<file path="src/rtl/s32c_pkg.sv">
// s32c shared types: default datapath width and the status flag bundle
// carried alongside the registered sum.
package s32c_pkg;

  localparam int S32C_WIDTH = 32;

  typedef struct packed {
    logic carry;
    logic ovf;
    logic zero;
    logic neg;
  } s32c_flags_t;

endpackage

</file>
<file path="src/rtl/s32c_cla4.sv">
// s32c_cla4: 4-bit carry-lookahead adder slice.
// Ports: a,b,cin in; s sum, cout carry-out, p/g block propagate/generate out.
module s32c_cla4
  import s32c_pkg::*;
(
  input  logic [3:0] a,
  input  logic [3:0] b,
  input  logic       cin,
  output logic [3:0] s,
  output logic       cout,
  output logic       p,
  output logic       g
);

  logic [3:0] w_p;
  logic [3:0] w_g;
  logic [3:0] w_c;

  assign w_p = a ^ b;
  assign w_g = a & b;

  assign w_c[0] = cin;
  assign w_c[1] = w_g[0] | (w_p[0] & cin);
  assign w_c[2] = w_g[1] | (w_p[1] & w_g[0])
                | (w_p[1] & w_p[0] & cin);
  assign w_c[3] = w_g[2] | (w_p[2] & w_g[1])
                | (w_p[2] & w_p[1] & w_g[0])
                | (w_p[2] & w_p[1] & w_p[0] & cin);

  assign p = &w_p;
  assign g = w_g[3] | (w_p[3] & w_g[2])
           | (w_p[3] & w_p[2] & w_g[1])
           | (w_p[3] & w_p[2] & w_p[1] & w_g[0]);

  assign cout = g | (p & cin);
  assign s    = w_p ^ w_c;

endmodule

</file>
<file path="src/rtl/s32c.sv">
// s32c: registered WIDTH-bit adder, C = A + B, with carry/ovf/zero/neg.
// Ports: clk, rst (sync high), in_valid, A, B in; C, flags, out_valid out.
module s32c
  import s32c_pkg::*;
#(
  parameter int WIDTH = S32C_WIDTH
) (
  input  logic             clk,
  input  logic             rst,
  input  logic             in_valid,
  input  logic [WIDTH-1:0] A,
  input  logic [WIDTH-1:0] B,
  output logic [WIDTH-1:0] C,
  output logic             carry,
  output logic             ovf,
  output logic             zero,
  output logic             neg,
  output logic             out_valid
);

  localparam int NB = WIDTH / 4;

  logic [WIDTH-1:0] w_sum;
  logic [NB:0]      w_c;
  logic [NB-1:0]    w_cout;
  logic [NB-1:0]    w_bp;
  logic [NB-1:0]    w_bg;
  logic [NB:0]      w_gg;
  s32c_flags_t      w_flags;

  logic [WIDTH-1:0] r_c;
  s32c_flags_t      r_flags;
  logic             r_valid;

  assign w_c[0]  = 1'b0;
  assign w_gg[0] = 1'b0;

  // Blocks ripple into each other through cout; the block p/g fold
  // gives the final carry-out independently of the last sum slice.
  for (genvar i = 0; i < NB; i++) begin : g_blk
    s32c_cla4 u_cla4 (
      .a    (A[4*i +: 4]),
      .b    (B[4*i +: 4]),
      .cin  (w_c[i]),
      .s    (w_sum[4*i +: 4]),
      .cout (w_cout[i]),
      .p    (w_bp[i]),
      .g    (w_bg[i])
    );
    assign w_c[i+1]  = w_cout[i];
    assign w_gg[i+1] = w_bg[i] | (w_bp[i] & w_gg[i]);
  end

  always_comb begin
    w_flags       = '0;
    w_flags.carry = w_gg[NB];
    w_flags.ovf   = (A[WIDTH-1] == B[WIDTH-1])
                  && (w_sum[WIDTH-1] != A[WIDTH-1]);
    w_flags.zero  = (w_sum == '0);
    w_flags.neg   = w_sum[WIDTH-1];
  end

  always_ff @(posedge clk) begin
    if (rst) begin
      r_c     <= '0;
      r_flags <= '0;
      r_valid <= 1'b0;
    end else begin
      r_valid <= in_valid;
      if (in_valid) begin
        r_c     <= w_sum;
        r_flags <= w_flags;
      end
    end
  end

  assign C         = r_c;
  assign carry     = r_flags.carry;
  assign ovf       = r_flags.ovf;
  assign zero      = r_flags.zero;
  assign neg       = r_flags.neg;
  assign out_valid = r_valid;

endmodule

</file>
<file path="config.mk">
export PLATFORM = sky130hd
export DESIGN_NAME = s32c
export DESIGN_NICKNAME = d
export VERILOG_FILES = /design/src/rtl/s32c_pkg.sv /design/src/rtl/s32c_cla4.sv /design/src/rtl/s32c.sv
export SDC_FILE = /design/constraint.sdc
export NUM_CORES = 1
export LEC_CHECK = 0
export BUFFER_PORTS_ARGS = -buffer_cell sky130_fd_sc_hd__clkbuf_2
export CAP_MARGIN = 15
export CORE_MARGIN = 2
export CORE_UTILIZATION = 51
export DETAILED_ROUTE_END_ITERATION = 7
export GPL_TIMING_DRIVEN = 0
export PLACE_DENSITY = 0.83
export SETUP_SLACK_MARGIN = 0.3
export SYNTH_ARGS = -nofsm -noshare
export SYNTH_HDL_FRONTEND = slang
export SYNTH_HIERARCHICAL = 1
export SYNTH_SLANG_ARGS = --single-unit
</file>
<file path="constraint.sdc">
create_clock -name clk -period 6.3 [get_ports clk]
set_clock_uncertainty 0.2 [all_clocks]
set_input_delay 1.26 -clock clk [delete_from_list [all_inputs] [get_ports clk]]
set_output_delay 1.26 -clock clk [all_outputs]
set_load 0.01 [all_outputs]
</file>
======== Word-level counts from Yosys, hierarchy flattened ========
Index checks and enable logic that the tools add are counted.
word-level totals
  register bits ........................... 37
  word-level logic and storage cells ...... 231
cells by class
  equal/unequal tests ..................... 2
  bitwise logic cells ..................... 214
  reduce and logical (&&, ||, !) cells .... 9
operator list
  operator           number
  $and 1x1->1        114
  $or 1x1->1         76
  $xor 4x4->4        16
  $and 4x4->4        8
  $logic_not 32->1   1
  $reduce_and 4->1   7
  $eq 1x1->1         1
  $logic_and 1x1->1  1
  $ne 1x1->1         1

======== Longest topological paths before layout ========
Gate-level depths: netlist (run 1).
  word-level depth ........................ 22
  gate-level depth with buffers ........... 28

======== Modules after synthesis ========
Netlist (run 1), hierarchy kept.
by module, submodules not included
  module                           instances  seq. area each (µm²)  area an instance (µm²)  cells each
  s32c                             1          720.7                 1430.1                  140
  s32c_cla4 (g_blk[0].u_cla4 ...)  4          0.0                   193.9                   22
  s32c_cla4 (g_blk[4].u_cla4 ...)  4          0.0                   182.7                   22

======== Worst setup path before layout (run 1) ========
OpenSTA, ideal clock, no wires.
  kind .................................... input-to-reg
  from .................................... input A[1]
  to ...................................... register r_flags, in the netlist zero
  required time ........................... 6004 ps
  path slack .............................. 431 ps
  arrival time ............................ 5573 ps
  setup time .............................. 96 ps
  cell stages on the path ................. 28
  cell sequence ........................... ha_1 a21oi_2 o21ai_2 a21o_1 a41oi_2 o21ai_2 a21o_1 a41oi_2 o21ai_2 a21o_1 a41oi_2 o21ai_2 a21o_1 nand4_1 nand3_2 a21o_1 nand4_1 nand3_2 a21o_1 nand4_1 nand3_2 a21o_1 a21o_1 a21oi_1 xnor2_1 nor4_2 nand4_1 o41ai_2
on the way
  cells in the longest elaborated chain, start to end .. 20
  elaborated cells between the ends (all ways) .. 77
ends and longest elaborated chain
  item                                        line                              source
  from (decl)                                 s32c.sv:11                        input logic [WIDTH-1:0] A,
  $and 4x4->4 or $xor 4x4->4 (tied branches)  s32c_cla4.sv:20, s32c_cla4.sv:19
  $and 1x1->1 (on tied branches)              s32c_cla4.sv:32, s32c_cla4.sv:33
  $or 1x1->1 or $and 1x1->1 (tied branches)   s32c_cla4.sv:32, s32c_cla4.sv:33
  $or 1x1->1 (*)                              s32c_cla4.sv:33                   | (w_p[3] & w_p[2] & w_p[1] & w_g[0]);
  via w_c[1]                                  s32c.sv:24                        logic [NB:0] w_c;
  $and 1x1->1 (*)                             s32c_cla4.sv:35                   assign cout = g | (p & cin);
  $or 1x1->1 (*)                              s32c_cla4.sv:35
  via w_c[2]                                  s32c.sv:24
  [2 not listed]                              --
  via w_c[3]                                  s32c.sv:24
  [2 not listed]                              --
  via w_c[4]                                  s32c.sv:24
  [2 not listed]                              --
  via w_c[5]                                  s32c.sv:24
  [2 not listed]                              --
  via w_c[6]                                  s32c.sv:24
  $and 1x1->1 (*)                             s32c_cla4.sv:35
  $or 1x1->1 (*)                              s32c_cla4.sv:35
  via w_c[7]                                  s32c.sv:24
  $and 1x1->1 (*)                             s32c_cla4.sv:25                   | (w_p[1] & w_p[0] & cin);
  $or 1x1->1 (*)                              s32c_cla4.sv:25
  $xor 4x4->4 (*)                             s32c_cla4.sv:36                   assign s = w_p ^ w_c;
  via w_sum[30]                               s32c.sv:23                        logic [WIDTH-1:0] w_sum;
  $logic_not 32->1 (*)                        s32c.sv:59                        w_flags.zero = (w_sum == '0);
  to (signal assigned)                        s32c.sv:72                        r_flags <= w_flags;
  to (decl)                                   s32c.sv:32                        s32c_flags_t r_flags;
The timed path passes the listed nets; every way through them passes the cells marked *.
A chain may end at the register's enable or synchronous reset.

======== Worst setup path after layout (run 1) ========
  from .................................... input B[1]
  to ...................................... register r_flags, in the netlist zero
on the way
  cells in the longest elaborated chain, start to end .. 20
  elaborated cells between the ends (all ways) .. 77
ends and longest elaborated chain
  item                                        line                              source
  from (decl)                                 s32c.sv:12                        input logic [WIDTH-1:0] B,
  $and 4x4->4 or $xor 4x4->4 (tied branches)  s32c_cla4.sv:20, s32c_cla4.sv:19
  $and 1x1->1 (on tied branches)              s32c_cla4.sv:32, s32c_cla4.sv:33
  $or 1x1->1 or $and 1x1->1 (tied branches)   s32c_cla4.sv:32, s32c_cla4.sv:33
  $or 1x1->1 (*)                              s32c_cla4.sv:33
  via w_c[1]                                  s32c.sv:24
  $and 1x1->1 (*)                             s32c_cla4.sv:35
  $or 1x1->1 (*)                              s32c_cla4.sv:35
  via w_c[2]                                  s32c.sv:24
  [2 not listed]                              --
  via w_c[3]                                  s32c.sv:24
  [2 not listed]                              --
  via w_c[4]                                  s32c.sv:24
  [2 not listed]                              --
  via w_c[5]                                  s32c.sv:24
  [2 not listed]                              --
  via w_c[6]                                  s32c.sv:24
  $and 1x1->1 (*)                             s32c_cla4.sv:35
  $or 1x1->1 (*)                              s32c_cla4.sv:35
  via w_c[7]                                  s32c.sv:24
  $and 1x1->1 (*)                             s32c_cla4.sv:23                   assign w_c[1] = w_g[0] | (w_p[0] & cin);
  $or 1x1->1 (*)                              s32c_cla4.sv:23
  $xor 4x4->4 (*)                             s32c_cla4.sv:36
  via w_sum[29]                               s32c.sv:23
  $logic_not 32->1 (*)                        s32c.sv:59
Marks and branches as above.

==> results_dict.tcl, run 1 <==
set metrics [dict create \
    status "finished, final reports clean" \
    cts_sinks 36 \
    die_w_um 79.67 \
    hold_path.startpoint "ovf" \
    vias 2595 \
    synth.avg_cell_area_um2 9.300 \
    cts_buffers 5 \
    setup_violations 0 \
    rsz0062_at_grt "no" \
    crit_required_ps 6300 \
    hold_buffers 0 \
    antenna_found_initial 0 \
    hold_viol_final 0 \
    fin_ws_ps 654.2 \
    grt_max_degree 13 \
    avgViaCountPerCell 5.200 \
    antenna_cells 0 \
    drive_above_1_share_pct 36.77 \
    rows 27 \
    dp_slack_ps -123.7 \
    timing.critical_path.buf_inv 2 \
    clk_pin_slew_ps 70 \
    fill_cells 486 \
    dr.pass1.iters 4 \
    whs_path_depth 2 \
    htree_levels 2 \
    grt_pass1_wl_um 10840 \
    gp_congestion 0.8970 \
    nNetsFinal 533 \
    fmax_mhz 177.1 \
    crit_path_frequent_cell "a21o_1" \
    whs_ps 288.2 \
    grt_pass1_vias 2538 \
    worstSkewPairLatency_ps 290 \
    slowest_delay_ps 370 \
    r2r-end "carry" \
    grt_overflow 0 \
    p_leak_uw 0.001989 \
    maxCapViolations 0 \
    dp.final_hpwl_um 5602 \
    rrSetupSlack_ps 5450 \
    power_density_nw_per_um2 198.8 \
    cpMaxStageDelayCell "fa_1" \
    period_minus_slack_ps 5646 \
    r2r_start "carry" \
    clockBufferDepth 2 \
    setup_tns_ps 0 \
    crit_fanout 4 \
    ys_warn_count 6 \
    worstSetupPathType "in -> reg" \
    cts_root_buffer "clkbuf_8" \
    cp_top_family "compound AO/OA/AOI/OAI gates" \
    core_area_um2 5507 \
    maxSlewViolCount 0 \
    crit_path_end_kind "register" \
    reg2reg_depth 2 \
    area_delta_synth_final_pct 25.88 \
    die_height_um 79.67 \
    worstSetupStartpointType "input pin" \
    initial_core_util_pct 53.03 \
    die_area_um2 6347 \
    io_pins 104 \
    min_delay_worst_endpoint "ovf" \
    min_period_over_period_pct 89.62 \
    finalWirelength_um 6654 \
    drtAntennaViolNets 0 \
    netlist_instances 314 \
    hp-class "reg -> reg" \
    drc 0 \
    max-vdd-ir-drop_uv 153.3 \
    drt_iter0_drc 71 \
    wl_per_cell_um 13.33 \
    syn_area_um2 2920 \
    grt_usage_pct 21.32 \
    cts_tree "built" \
    crit_arrival_ps 5650 \
    numPortBuffers 101 \
]
## worst register-to-register path, stage by stage (launching register included)
cell and delay, ps:
dfxtp_1 330, nor2_1 40, a211oi_1 200
## flip-flops by register name, indices dropped and copies added, names as in the netlist
| register | count |
|---|---|
| out_valid | 1 |
| ovf | 1 |
| carry | 1 |
| zero | 1 |
| C | 32 |
## metal layers
| metal | wire (um) | GRT usage [%] | vias up |
|---|---|---|---|
| met5 | 0 | 0 | - |
| met4 | 65 | 4.483 | 0 |
| met3 | 444 | 4.186 | 8 |
| met2 | 3377 | 40.25 | 84 |
| met1 | 2766 | 24.65 | 1184 |
| li1 | - | - | 1319 |
## layout by cell type, fill, tap and decap left out, drive strengths merged, types with 5 or more instances in the layout
| cell type | n |
|---|---|
| nand4 | 6 |
| a21oi | 18 |
| o21ai | 5 |
| nand3 | 9 |
| dfxtp | 36 |
| xor2 | 8 |
| xnor2 | 16 |
| a21o | 23 |
| nor2 | 37 |
| nand2 | 6 |
| nor4 | 8 |
| and4 | 7 |
| clkbuf | 108 |
| fa | 8 |
| mux2i | 32 |
| ha | 32 |
| buf | 9 |
| inv | 38 |
## cell type report
cell class	count	area (um2)	share of cell area, %
Clock buffer	5	68.82	1.872
Buffer	9	53.80	1.464
Multi-Input combinational cell	233	2061	56.06
Tap cell	72	90.09	2.451
Sequential cell	36	720.7	19.61
Timing Repair Buffer	103	520.5	14.16
Inverter	38	142.6	3.880
Clock inverter	3	18.77	0.5106
## worst max-delay path by stage
stage / startpoint / endpoint / depth (start not counted)
global route: A[1] / zero / 29
finish: B[1] / zero / 29
floorplan: A[1] / zero / 28
detailed placement: A[1] / zero / 29
global placement: A[1] / zero / 29
CTS: A[1] / zero / 29
## repair_timing
| item | CTS | global route |
|---|---|---|
| endpoints found under the setup margin | 1 | 2 |
| resized for setup | 2 | 6 |
| setup buffers | 1 | 1 |
| cloned | 0 | 0 |
| pin swaps | 3 | 14 |
| hold endpoints to repair | 0 | 0 |
## power by group
group | switching (uW) | total, uW | internal [uW]
Sequential | 14.0 | 267 | 253
Clock | 85.5 | 163 | 77.0
Combinational | 165 | 301 | 137
Total | 264 | 731 | 467
## stage by stage
step	instances	util, %	cell area (um2)	power, uW
finish	499	66.76	3676	730.7
global route	499	66.76	3676	779.2
CTS	498	65.87	3627	731.0
detailed placement	489	63.99	3523	565.0
global placement	489	63.99	3523	554.8
floorplan	316	-	2928	474.7
(Power assumes the default switching activity.)
==> inputs of run 2 (changes only) <==
--- a/config.mk
+++ b/config.mk
@@ -8,10 +8,10 @@
 export BUFFER_PORTS_ARGS = -buffer_cell sky130_fd_sc_hd__clkbuf_2
 export CAP_MARGIN = 15
 export CORE_MARGIN = 2
-export CORE_UTILIZATION = 51
+export CORE_UTILIZATION = 37
 export DETAILED_ROUTE_END_ITERATION = 7
 export GPL_TIMING_DRIVEN = 0
-export PLACE_DENSITY = 0.83
+export PLACE_DENSITY = 0.63
 export SETUP_SLACK_MARGIN = 0.3
 export SYNTH_ARGS = -nofsm -noshare
 export SYNTH_HDL_FRONTEND = slang
==> results_dict.tcl, run 2 (synthesis results as in run 1) <==
set metrics [dict create \
    grt_max_degree 12 \
    antenna_cells 0 \
    core_area_um2 7687 \
    htree_levels 2 \
    final_common_cell "clkbuf_2" \
    drt_iter0_drc 47 \
    crit_path_frequent_cell "a21o_1" \
    final_cell_mix "101 x clkbuf_2, 37 x nor2_1, 36 x dfxtp_1, 36 x inv_1, 32 x mux2i_1" \
    min_period_over_period_pct 89.74 \
    grt_pass1_vias 2431 \
    io_pins 104 \
    p_leak_uw 0.002014 \
    initial_core_util_pct 37.99 \
    clk_pin_slew_ps 80 \
    finalWirelength_um 6731 \
    avgViaCountPerCell 4.805 \
    fin_util_pct 48.96 \
    die_area_um2 8619 \
    largest_reg_flops 32 \
    crit_required_ps 6290 \
    die_w_um 92.84 \
    gp_congestion 0.7922 \
    register_area_um2 720.7 \
    drtAntennaViolNets 0 \
    wl_per_cell_um 12.60 \
    grt_usage_pct 15.88 \
    fin_ws_ps 646.5 \
    period_minus_slack_ps 5653 \
    area_delta_synth_final_pct 28.88 \
    cpMaxStageDelayCell "fa_2" \
    status "finished, final reports clean" \
    die_height_um 92.84 \
    worstSetupStartpointType "input pin" \
    maxCapViolations 0 \
    cts_root_buffer "clkbuf_8" \
    rows 32 \
    fin_area_um2 3764 \
    hold_viol_final 0 \
    worstSetupPathType "in -> reg" \
    cts_sinks 36 \
    max-vdd-ir-drop_uv 94.11 \
    fill_cells 792 \
    numPortBuffers 101 \
    grt_pass1_wl_um 10970 \
    drive_above_1_share_pct 37.73 \
    drc 0 \
    crit_arrival_ps 5650 \
    dpl_cell_area_um2 3561 \
    maxSlewViolCount 0 \
    rsz0062_at_grt "no" \
    dr.pass1.iters 4 \
    crit_path_end_kind "register" \
    hp-class "reg -> reg" \
    vias 2566 \
    crit_fanout 4 \
    antenna_found_initial 0 \
    cts_tree "built" \
    dp.final_hpwl_um 5662 \
    worstSkewPairLatency_ps 280 \
    setup_tns_ps 0 \
    grt_overflow 0 \
    cts_buffers 5 \
    power_density_nw_per_um2 197.9 \
    dp_cells 519 \
    timing.critical_path.buf_inv 3 \
    multi_input_area_um2 2067 \
    setup_violations 0 \
    final_cells 534 \
    dp_slack_ps -155.2 \
    clockBufferDepth 2 \
    fmax_mhz 176.9 \
    cp_top_family "compound AO/OA/AOI/OAI gates" \
    nNetsFinal 538 \
    slowest_delay_ps 520 \
]
## run 2: cell count changes in the layout (fill, tap and decap cells not counted), sizes merged
cell	delta
clkinvlp	+1
clkinv	-3
clkbuf	+2
buf	+5
## run 2: area by class of cell
class,count,share of cell area [%]
multi-input combinational,233,54.92
sequential,36,19.15
timing repair buffer,108,14.83
inverter,38,3.790
tap,102,3.391
clock buffer,7,2.294
buffer,9,1.430
clock inverter,1,0.1995
## run 2: final timing paths
kind,startpoint,end,slack [ps],depth (start not counted)
worst max-delay path,B[1],zero,650,29
worst min-delay path,carry,carry,290,2
worst max register to register,ovf,ovf,5450,2
worst min register to register,carry,carry,290,2
## run 2: worst reg2reg max path: cells and delay by family, from the launching register on
family             cells  cell delay (ps)
AOI/OAI and AO/OA      1              190
DFF                    1              340
and+or+nand+nor        1               50
## run 2: stage by stage
step                      total power, uW  hold slack [ps]
final                               744.7            285.3
after global routing                801.6            329.6
after global placement              560.4            272.4
after floorplan                     474.7            304.6
after detailed placement            566.2            279.6
after CTS                           743.6            289.3
## run 2: where the power goes
group	switching, uW	internal [uW]
Combinational	165	142
Clock	82.3	88.9
Sequential	13.7	253
## run 2: timing repair
item | CTS | global route
hold buffers | 0 | 0
setup endpoints to repair | 1 | 1
pin swaps | 7 | 20
resized for setup | 5 | 4
buffers inserted | 0 | 7
## run 2: routing by layer
| layer | track usage, % | up-vias | wire length, um |
|---|---|---|---|
| met3 | 4.882 | 2 | 469 |
| met2 | 27.60 | 71 | 3195 |
| met1 | 19.76 | 1169 | 3048 |
| li1 | - | 1324 | - |
| met5 | 0 | - | 0 |
| met4 | 2.206 | 0 | 17 |
==> inputs of run 3 (changes only) <==
--- a/config.mk
+++ b/config.mk
@@ -5,8 +5,9 @@
 export SDC_FILE = /design/constraint.sdc
 export NUM_CORES = 1
 export LEC_CHECK = 0
+export ABC_AREA = 1
 export BUFFER_PORTS_ARGS = -buffer_cell sky130_fd_sc_hd__clkbuf_2
-export CAP_MARGIN = 15
+export CAP_MARGIN = 20
 export CORE_MARGIN = 2
 export CORE_UTILIZATION = 37
 export DETAILED_ROUTE_END_ITERATION = 7
==> results_dict.tcl, run 3 <==
set metrics [dict create \
    status "finished, final reports clean" \
    crit_path_frequent_cell "nand2_1" \
    antenna_found_initial 0 \
    clk_pin_slew_ps 70 \
    slowest_delay_ps 360 \
    p_comb_share_pct 39.3 \
    setup_violations 0 \
    die_area_um2 9082 \
    clockBufferDepth 2 \
    area_delta_synth_final_pct 24.34 \
    hold_buffers 0 \
    power_density_nw_per_um2 185.5 \
    p_sw_uw 261.2 \
    antenna_cells 0 \
    initial_core_util_pct 37.92 \
    maxSlewViolCount 0 \
    ys_warn_count 6 \
    grt_pass1_wl_um 12260 \
    crit_arrival_ps 4800 \
    htree_levels 2 \
    worstSkewPairLatency_ps 290 \
    worstSetupPathType "in -> reg" \
    grt_overflow 0 \
    die_w_um 95.30 \
    vias 3280 \
    wl_per_cell_um 10.68 \
    grt_use_met3_pct 3.557 \
    drt_iter0_drc 98 \
    fin_area_um2 3835 \
    crit_required_ps 6330 \
    sequentialPowerShare_pct 36.8 \
    numPortBuffers 103 \
    period_minus_slack_ps 4773 \
    post_cts_resized 0 \
    hp-class "reg -> reg" \
    syn_area_um2 3084 \
    die_height_um 95.30 \
    dpl_cell_area_um2 3742 \
    post_cts_buffers 0 \
    finalWirelength_um 7496 \
    cts_buffers 5 \
    netlist_instances 483 \
    met2_usage_pct 28.29 \
    whs_ps 273.7 \
    core_area_um2 8134 \
    min_period_over_period_pct 75.76 \
    dr.pass1.iters 4 \
    crit_fanout 5 \
    intPower_uw 450.4 \
    final_common_cell "nand2_1" \
    gp_congestion 0.8466 \
    grt_usage_pct 16.86 \
    drtAntennaViolNets 0 \
    crit_path_end_kind "register" \
    drive_above_1_share_pct 19.93 \
    dp.final_hpwl_um 6467 \
    dp_cells 694 \
    synth.avg_cell_area_um2 6.386 \
    io_pins 104 \
    rsz0062_at_grt "no" \
    grt_pass1_vias 2837 \
    cts_sinks 36 \
    drc 0 \
    setup_tns_ps 0 \
    busiest_layer "met2" \
    cts_root_buffer "clkbuf_8" \
    final_cell_mix "119 x nand2_1, 103 x clkbuf_2, 86 x inv_1, 46 x nor2_1, 36 x dfxtp_1" \
    grt_use_met1_pct 21.94 \
    switching_share_pct 36.70 \
    avgViaCountPerCell 4.672 \
    grt_max_degree 12 \
    largest_reg_flops 32 \
    p_leak_uw 0.002297 \
    fmax_mhz 209.5 \
    rows 33 \
    total_power_uw 711.6 \
    clockPowerShare_pct 23.9 \
    nNetsFinal 703 \
    cpMaxStageDelayCell "ha_1" \
    worstSetupStartpointType "input pin" \
    maxCapViolations 0 \
    cts_tree "built" \
    max-vdd-ir-drop_uv 89.99 \
    final_cells 702 \
    hold_viol_final 0 \
]
run 3: power groups by stage:
stage | Sequential [uW] | Clock [uW] | Combinational, uW
after global routing | 264 | 184 | 326
after global placement | 267 | 0 | 276
after floorplan | 273 | 0 | 184
after CTS | 262 | 172 | 282
after detailed placement | 267 | 0 | 281
final | 262 | 170 | 280
run 3: worst paths after layout:
| path | to | depth (start not counted) | start | slack (ps) |
|---|---|---|---|---|
| setup reg to reg | C[31] | 2 | C[31] | 5440 |
| hold reg to reg | zero | 2 | zero | 270 |
| setup / recovery | zero | 26 | A[1] | 1530 |
| hold / removal | zero | 2 | zero | 270 |
run 3: through the flow:
stage | setup slack (ps) | util (%)
after floorplan | 1932 | -
after global placement | 1217 | 46.01
after detailed placement | 1208 | 46.01
after CTS | 1506 | 47.15
after global routing | 1035 | 47.15
final | 1527 | 47.15
run 3: area by class of cell:
type                            count  area, um2
Fill cell                         864       4299
Multi-Input combinational cell    352       1998
Sequential cell                    36      720.7
Timing Repair Buffer              103      515.5
Inverter                           87      326.6
Tap cell                          105      131.4
Clock buffer                        6      82.58
Buffer                             11      50.05
Clock inverter                      2      10.01
run 3: per-layer routing:
layer,vias to the layer above,part of all wire [%]
li1,1762,-
met5,-,0
met3,7,5.6
met2,74,46
met4,0,1.4
met1,1437,47
run 3: critical path: cells and delay by family:
kind,cells,cell delay (ps)
AND/OR/NAND/NOR,17,2330
adder cells (fa/ha/maj),2,540
AO/OA/AOI/OAI,2,310
buffers and inverters,4,300
XOR/XNOR,1,70
